### src/rtl/reg_bank_8x16_if.sv
// Register bank access bus: one write port, a clear-all request and two read ports.
// Ports:
//   wr_en, wr_addr, wr_data   write request, destination index, data
//   wr_ack                    one-cycle pulse after a committed write
//   clr_req, clr_busy         clear-all request and sweep-in-progress flag
//   rd_addr_a/b, rd_data_a/b  combinational read ports A and B
// master: requester side; slave: register bank side.
interface reg_bank_8x16_if #(
  parameter int unsigned WIDTH = 16
) ();
  localparam int unsigned AW = 3;

  logic             wr_en;
  logic [AW-1:0]    wr_addr;
  logic [WIDTH-1:0] wr_data;
  logic             wr_ack;
  logic             clr_req;
  logic             clr_busy;
  logic [AW-1:0]    rd_addr_a;
  logic [WIDTH-1:0] rd_data_a;
  logic [AW-1:0]    rd_addr_b;
  logic [WIDTH-1:0] rd_data_b;

  modport master (
    output wr_en, wr_addr, wr_data, clr_req, rd_addr_a, rd_addr_b,
    input  wr_ack, clr_busy, rd_data_a, rd_data_b
  );

  modport slave (
    input  wr_en, wr_addr, wr_data, clr_req, rd_addr_a, rd_addr_b,
    output wr_ack, clr_busy, rd_data_a, rd_data_b
  );
endinterface

### src/rtl/reg_bank_8x16.sv
// Eight WIDTH-bit general-purpose registers feeding the 8-to-1 operand mux.
// Ports:
//   clk      system clock, rising edge
//   reset    synchronous active-high reset
//   bus      slave side of reg_bank_8x16_if (write, clear-all, two read ports)
//   q0..q7   direct register outputs to mux inputs X0..X7
// A clear-all request starts a sweep that writes CLR_VAL to one register per
// cycle; writes arriving during the sweep are dropped, not queued.
module reg_bank_8x16 #(
  parameter int unsigned         WIDTH   = 16,
  parameter logic [WIDTH-1:0]    CLR_VAL = '0
) (
  input  logic             clk,
  input  logic             reset,
  reg_bank_8x16_if.slave   bus,
  output logic [WIDTH-1:0] q0,
  output logic [WIDTH-1:0] q1,
  output logic [WIDTH-1:0] q2,
  output logic [WIDTH-1:0] q3,
  output logic [WIDTH-1:0] q4,
  output logic [WIDTH-1:0] q5,
  output logic [WIDTH-1:0] q6,
  output logic [WIDTH-1:0] q7
);
  localparam int unsigned NREG = 8;
  localparam int unsigned AW   = 3;

  typedef enum logic {
    IDLE  = 1'b0,
    CLEAR = 1'b1
  } state_t;

  state_t           state;
  logic [AW-1:0]    cnt;
  logic [WIDTH-1:0] regs [NREG];

  // State, register array, sweep counter and registered handshake outputs.
  always_ff @(posedge clk) begin
    if (reset) begin
      for (int i = 0; i < int'(NREG); i++) begin
        regs[i] <= '0;
      end
      state        <= IDLE;
      cnt          <= '0;
      bus.clr_busy <= 1'b0;
      bus.wr_ack   <= 1'b0;
    end else begin
      bus.wr_ack <= 1'b0;
      case (state)
        IDLE: begin
          // A write coinciding with a clear request still commits; the sweep
          // overwrites it later.
          if (bus.wr_en) begin
            regs[bus.wr_addr] <= bus.wr_data;
            bus.wr_ack        <= 1'b1;
          end
          if (bus.clr_req) begin
            state        <= CLEAR;
            cnt          <= '0;
            bus.clr_busy <= 1'b1;
          end
        end
        CLEAR: begin
          regs[cnt] <= CLR_VAL;
          cnt       <= AW'(cnt + AW'(1));
          if (cnt == AW'(NREG - 1)) begin
            state        <= IDLE;
            bus.clr_busy <= 1'b0;
          end
        end
        default: begin
          state <= IDLE;
        end
      endcase
    end
  end

  // Read ports have no write bypass: a same-cycle write returns the old value.
  assign bus.rd_data_a = regs[bus.rd_addr_a];
  assign bus.rd_data_b = regs[bus.rd_addr_b];

  assign q0 = regs[0];
  assign q1 = regs[1];
  assign q2 = regs[2];
  assign q3 = regs[3];
  assign q4 = regs[4];
  assign q5 = regs[5];
  assign q6 = regs[6];
  assign q7 = regs[7];
endmodule
### src/flat_wrapper.sv
// flat-port wrapper written by rule: the top's interface ports become plain ports
module reg_bank_8x16_flat 
#(
  parameter int unsigned         WIDTH   = 16,
  parameter logic [WIDTH-1:0]    CLR_VAL = '0
)
  (clk, reset, q0, q1, q2, q3, q4, q5, q6, q7, bus_wr_en, bus_wr_addr, bus_wr_data, bus_clr_req, bus_rd_addr_a, bus_rd_addr_b, bus_wr_ack, bus_clr_busy, bus_rd_data_a, bus_rd_data_b);
  reg_bank_8x16_if #(.WIDTH(WIDTH)) bus_i ();
  input  logic clk;
  input  logic reset;
  output logic [WIDTH-1:0] q0;
  output logic [WIDTH-1:0] q1;
  output logic [WIDTH-1:0] q2;
  output logic [WIDTH-1:0] q3;
  output logic [WIDTH-1:0] q4;
  output logic [WIDTH-1:0] q5;
  output logic [WIDTH-1:0] q6;
  output logic [WIDTH-1:0] q7;
  input wire logic [$bits(bus_i.wr_en)-1:0] bus_wr_en;
  input wire logic [$bits(bus_i.wr_addr)-1:0] bus_wr_addr;
  input wire logic [$bits(bus_i.wr_data)-1:0] bus_wr_data;
  input wire logic [$bits(bus_i.clr_req)-1:0] bus_clr_req;
  input wire logic [$bits(bus_i.rd_addr_a)-1:0] bus_rd_addr_a;
  input wire logic [$bits(bus_i.rd_addr_b)-1:0] bus_rd_addr_b;
  output wire logic [$bits(bus_i.wr_ack)-1:0] bus_wr_ack;
  output wire logic [$bits(bus_i.clr_busy)-1:0] bus_clr_busy;
  output wire logic [$bits(bus_i.rd_data_a)-1:0] bus_rd_data_a;
  output wire logic [$bits(bus_i.rd_data_b)-1:0] bus_rd_data_b;
  assign bus_i.wr_en = bus_wr_en;
  assign bus_i.wr_addr = bus_wr_addr;
  assign bus_i.wr_data = bus_wr_data;
  assign bus_i.clr_req = bus_clr_req;
  assign bus_i.rd_addr_a = bus_rd_addr_a;
  assign bus_i.rd_addr_b = bus_rd_addr_b;
  assign bus_wr_ack = bus_i.wr_ack;
  assign bus_clr_busy = bus_i.clr_busy;
  assign bus_rd_data_a = bus_i.rd_data_a;
  assign bus_rd_data_b = bus_i.rd_data_b;
  reg_bank_8x16 #(.WIDTH(WIDTH), .CLR_VAL(CLR_VAL)) u_core (.clk(clk), .reset(reset), .bus(bus_i), .q0(q0), .q1(q1), .q2(q2), .q3(q3), .q4(q4), .q5(q5), .q6(q6), .q7(q7));
endmodule
### config.mk
export PLATFORM = sky130hd
export DESIGN_NAME = reg_bank_8x16_flat
export DESIGN_NICKNAME = d
export VERILOG_FILES = /design/src/rtl/reg_bank_8x16_if.sv /design/src/rtl/reg_bank_8x16.sv /design/src/flat_wrapper.sv
export SDC_FILE = /design/constraint.sdc
export NUM_CORES = 1
export LEC_CHECK = 0
export ABC_AREA = 1
export ABC_CLOCK_PERIOD_IN_PS = 1950
export CORE_ASPECT_RATIO = 0.8
export CORE_UTILIZATION = 45
export DETAILED_ROUTE_END_ITERATION = 10
export GPL_TIMING_DRIVEN = 1
export PLACE_DENSITY = 0.75
export SLEW_MARGIN = 25
export SYNTH_ARGS = -nofsm -noshare
export SYNTH_HDL_FRONTEND = slang
export SYNTH_SLANG_ARGS = --single-unit
export TNS_END_PERCENT = 30
### constraint.sdc
create_clock -name clk -period 1.95 [get_ports clk]
set_clock_uncertainty 0.15 [all_clocks]
set_input_delay 0.39 -clock clk [delete_from_list [all_inputs] [get_ports clk]]
set_output_delay 0.39 -clock clk [all_outputs]
set_load 0.05 [all_outputs]
Yosys cells after proc, flatten, opt, wreduce, memory -nomap -nowiden --
Memories as Yosys holds them, arrays and structs flattened. Cells that the tools add are included.
Cells by class: eq/ne operators 3, mux-type cells 23, reductions and logical operators 3, $add $sub $neg 1, bitwise logic cells 1
Operator list (count):
- $mux 16 | 2
- $reduce_or 16->1 | 2
- $mux 1 | 15
- $mux 3 | 3
- $pmux 3 s2 | 1
- $ne 2x2->1 const B | 2
- $pmux 1 s2 | 2
- $add 3x1->3 const B | 1
- $eq 3x3->1 const B | 1
- $reduce_and 2->1 | 1
- $not 1->1 | 1
Storage, ports and cells: RAM bits 128, input bits 29, memories kept 1, bits in registers 6, output and inout bits 162
Memories:
- u_core.regs | words 8, bits a word 16, rd ports 10, clocked after Yosys merged registers in 0, write ports 8, RTL line reg_bank_8x16.sv:35 | logic [WIDTH-1:0] regs [NREG];

Depth between registers and ports, before layout --
Gate-level depths: netlist of run 1.
depth in word-level cells 7, depth in mapped cells 9, gate-level depth less buffers 7

Worst setup path after synthesis of run 1 --
No wires, ideal clock.
path type input port to flip-flop, start input reset, end memory u_core.regs[6][0], enable pin, stages on the path 9, arrival 1.588 ns, library setup time 0.372 ns, path buffers 2, data required time 1.428 ns, setup slack -0.159 ns, cells stage by stage inv_2 -> nand2_4 -> buf_6 -> nand2_2 -> nand2_2 -> nor2_4 -> nand2_4 -> buf_6 -> nand2_1
RTL lines:
- start, declared | RTL line flat_wrapper.sv:10 | input logic reset;
- end, declared | RTL line reg_bank_8x16.sv:35

==> results of run 1 <==
per-layer routing:
| metal | GRT usage (%) | vias to the layer above | part of all wire, % |
|---|---|---|---|
| met3 | 8.81 | 106 | 14 |
| met2 | 50.8 | 758 | 46 |
| li1 | - | 3884 | - |
| met4 | 14.4 | 0 | 3.6 |
| met5 | 0 | - | 0 |
| met1 | 43.3 | 3968 | 37 |
report_power, final:
group          total [mW]  leakage [nW]  internal, mW  switching, mW
combinational        2.91          4.40          1.12           1.79
sequential           3.44          1.39          3.32          0.126
clock                3.17         0.276          1.99           1.18
synth_stat cells:
library cell	count	area, um2
a21oi_1	1	5.00
buf_1	7	26.3
buf_6	9	101
buf_2	5	25.0
nand2_4	9	101
nor2_1	166	623
nand3b_1	1	7.51
nor2_4	6	67.6
inv_1	106	398
ha_1	2	25.0
nand3_1	102	510
clkbuf_1	37	139
dfxtp_1	6	120
inv_2	3	11.3
a22oi_1	2	15.0
o21ai_0	49	245
nand2_2	5	31.3
edfxtp_1	128	3840
o21ai_1	16	80.1
nand2_1	355	1330
worst reg2reg max path, cell delays in order (launching register included):
cell and delay (ns):
dfxtp_1 0.44, buf_4 0.18, nand3_1 0.10, nand2_1 0.13, nor2_4 0.08, nand2_4 0.12
buf_4 0.29, nor2_1 0.09
how the worst max path moves through the flow:
stage          depth (start not counted)                 to  slack [ns]
2_1_floorplan                          9  u_core.regs[6][0]       -0.16
3_3_place_gp                           8  bus_rd_data_a[12]       -0.46
3_5_place_dp                           8  bus_rd_data_a[12]       -0.46
4_1_cts                                5   bus_rd_data_b[3]       -0.09
5_1_grt                                5  bus_rd_data_b[15]       -0.22
6_report                               5  bus_rd_data_b[15]       -0.19
area by class of cell:
class | count | area share (%)
Clock buffer | 21 | 3.58
Clock inverter | 11 | 1.08
Inverter | 109 | 3.37
Multi-Input combinational cell | 714 | 26.7
Sequential cell | 134 | 32.2
Tap cell | 220 | 2.24
Timing Repair Buffer | 372 | 30.8
metrics by stage:
step,cells,area [um2]
3_3_place_gp,1448,10600
4_1_cts,1524,11700
6_report,1581,12300
3_5_place_dp,1448,10600
5_1_grt,1581,12300
2_1_floorplan,1015,7710
repair_timing:
action	in CTS	in global routing
setup buffers	42	56
gates resized for setup	98	87
endpoints found under the setup margin	32	162
pin swaps	30	52
gates cloned	2	1
endpoints found under the hold margin	0	0
state kept, by name (all words and copies together) (netlist names):
| register | cells |
|---|---|
| u_core.regs | 128 |
| u_core.cnt | 3 |
| u_core.bus.clr_busy | 1 |
| u_core.bus.wr_ack | 1 |
| u_core.state | 1 |
cells by family after synthesis:
kind of cell | after synthesis
AO/OA/AOI/OAI | 68
buffers and inverters | 167
adder cells (fa/ha/maj) | 2
AND/OR/NAND/NOR | 644
flip-flops | 134
==> key figures, run 1 <==
Outcome
  • Status: finished, violations left
  • Failing checks: setup timing

CTS
  • Clk buf depth: 2
  • CTS tree: done
  • Root Driver: clkbuf_16
  • Clock latency at the later pin of the worst-skew pair: 0.42 ns
  • Clock transition at the registers of the reported paths: 0.06 ns
  • Cts-stage hold buffer count: 0
  • TritonCTS Sinks: 134
  • CTS Buf Count: 17
  • # H-tree levels: 4

Place
  • Pre-CTS setup slack: -0.464 ns
  • GPL Wtd Cong: 0.968
  • DP HPWL: 20100 um
  • Input/output buffers: 190

Critical path
  • Max stage delay on crit path: 0.48 ns
  • Family with the most delay on the worst path: flip-flops
  • Endpoint of the lowest-slack register-to-register path: u_core.regs[7][2]
  • CP Launch Point: u_core.regs[0][15]
  • R2R setup slack: 0.10 ns
  • Worst EP arrival: 1.60 ns
  • Cells on worst reg2reg path: 7
  • Critical path buffer and inverter count: 1
  • Crit path launch type: flop
  • CP required: 1.41 ns
  • Crit Path Class: reg -> out
  • Cell mode on critical path: o21ai_0
  • CP Capture Type: output pin
  • Critical Path Slowest Stage Cell: edfxtp_1
  • R2R Path Start: u_core.state
  • Max FO, Critical Path: 3
  • Crit-path cells: o21ai_0, o21ai_0, nand2_1, nand2_2, buf_12

STA
  • Final-report max-slew violation count: 0
  • RSZ-0062 raised after global routing: true
  • Slew @ Worst Pin: 0.409 ns
  • Final worst path period need: 2.14 ns
  • Worst Slack Setup Final: -0.192 ns
  • Relative slew slack: 72.6%
  • Hold Worst Slack: 0.150 ns
  • Final Hold Fails: 0
  • Setup violators final: 31
  • Setup TNS: -1.87 ns
  • Max Freq: 467 MHz
  • Final worst path period share: 110%

Synthesis
  • Synth Area in XOR/XNOR: 0%
  • Avg Inst Size Synth: 7.59 um2
  • Synthesized flop and latch total: 134
  • Post-Synth Simple-Gate Area: 34.7%
  • Compound-Gate Fraction of Synth Area: 4.48%
  • Post-synthesis mux area share: 0%
  • Syn Std Cell Area: 0.00771 mm2
  • Syn_nets: 1046
  • Yosys warns: 0
  • Post-synthesis adder-cell area fraction: 0.325%
  • Largest family of logic cells by synthesized area: simple AND/OR/NAND/NOR gates
  • Synth Instances: 1015
  • Register area share after synthesis: 51.4%
  • Count of cell types in the netlist: 20

Cells and area
  • Fillers: 1143
  • Register area: 0.00396 mm2
  • Post-layout util: 73.8%
  • Syn-to-layout area delta: 59.5%
  • Final net count: 1379
  • Most common cell after layout, fill and taps aside: nand2_1
  • Ant. Diodes: 0
  • Multi-input logic area: 0.00328 mm2
  • Share of post-route cells with drive strength above 1: 38.0%
  • Most frequent cells in the layout: 305 x nand2_1, 264 x buf_4, 165 x nor2_1

Die
  • Initial core utilization: 46.3%
  • Die width: 148 um
  • Core Area: 0.0167 mm2
  • Die ar.: 0.0177 mm2
  • FP Rows: 42
  • Die Ht: 119 um
  • IO Pins: 191

Global routing
  • Vias in the first global route: 7886
  • Largest net degree at the start of global routing: 33
  • Initial antenna violation count: 0
  • Total grt overflow: 0
  • Total track usage: 32.9%
  • First-pass GRT wire length: 43100 um

Drt
  • WL/cell: 18.9 um
  • # DRC: 0
  • Drt initial violations: 1188
  • Final antenna-violating net count: 0
  • Drt total wl: 29900 um
  • Avg Vias per Cell: 5.51
  • TritonRoute pass-1 iters: 8
  • Via Count: 8716

Power and ir drop
  • Maximum vdd drop: 0.000723 V
  • PwrDens: 774 mW/mm2
  • Pleak: 6.06 nW
  • Tot Pwr: 9.52 mW

Hold path
  • Hold path depth: 3
  • Hold Startpoint: reset
  • Hold Path Class: in -> reg
  • Worst Hold End: u_core.cnt[1]

Run
  • MaxCap Viol Count: 0
No activity file was read; power rests on OpenSTA's default activity.
==> inputs of run 2 (changes only) <==
--- a/config.mk
+++ b/config.mk
@@ -10,7 +10,6 @@
 export CORE_ASPECT_RATIO = 0.8
 export CORE_UTILIZATION = 45
 export DETAILED_ROUTE_END_ITERATION = 10
-export GPL_TIMING_DRIVEN = 1
 export PLACE_DENSITY = 0.75
 export SLEW_MARGIN = 25
 export SYNTH_ARGS = -nofsm -noshare
==> results of run 2 <==
The final DEF is identical to that of run 1; final timing and power are the same.
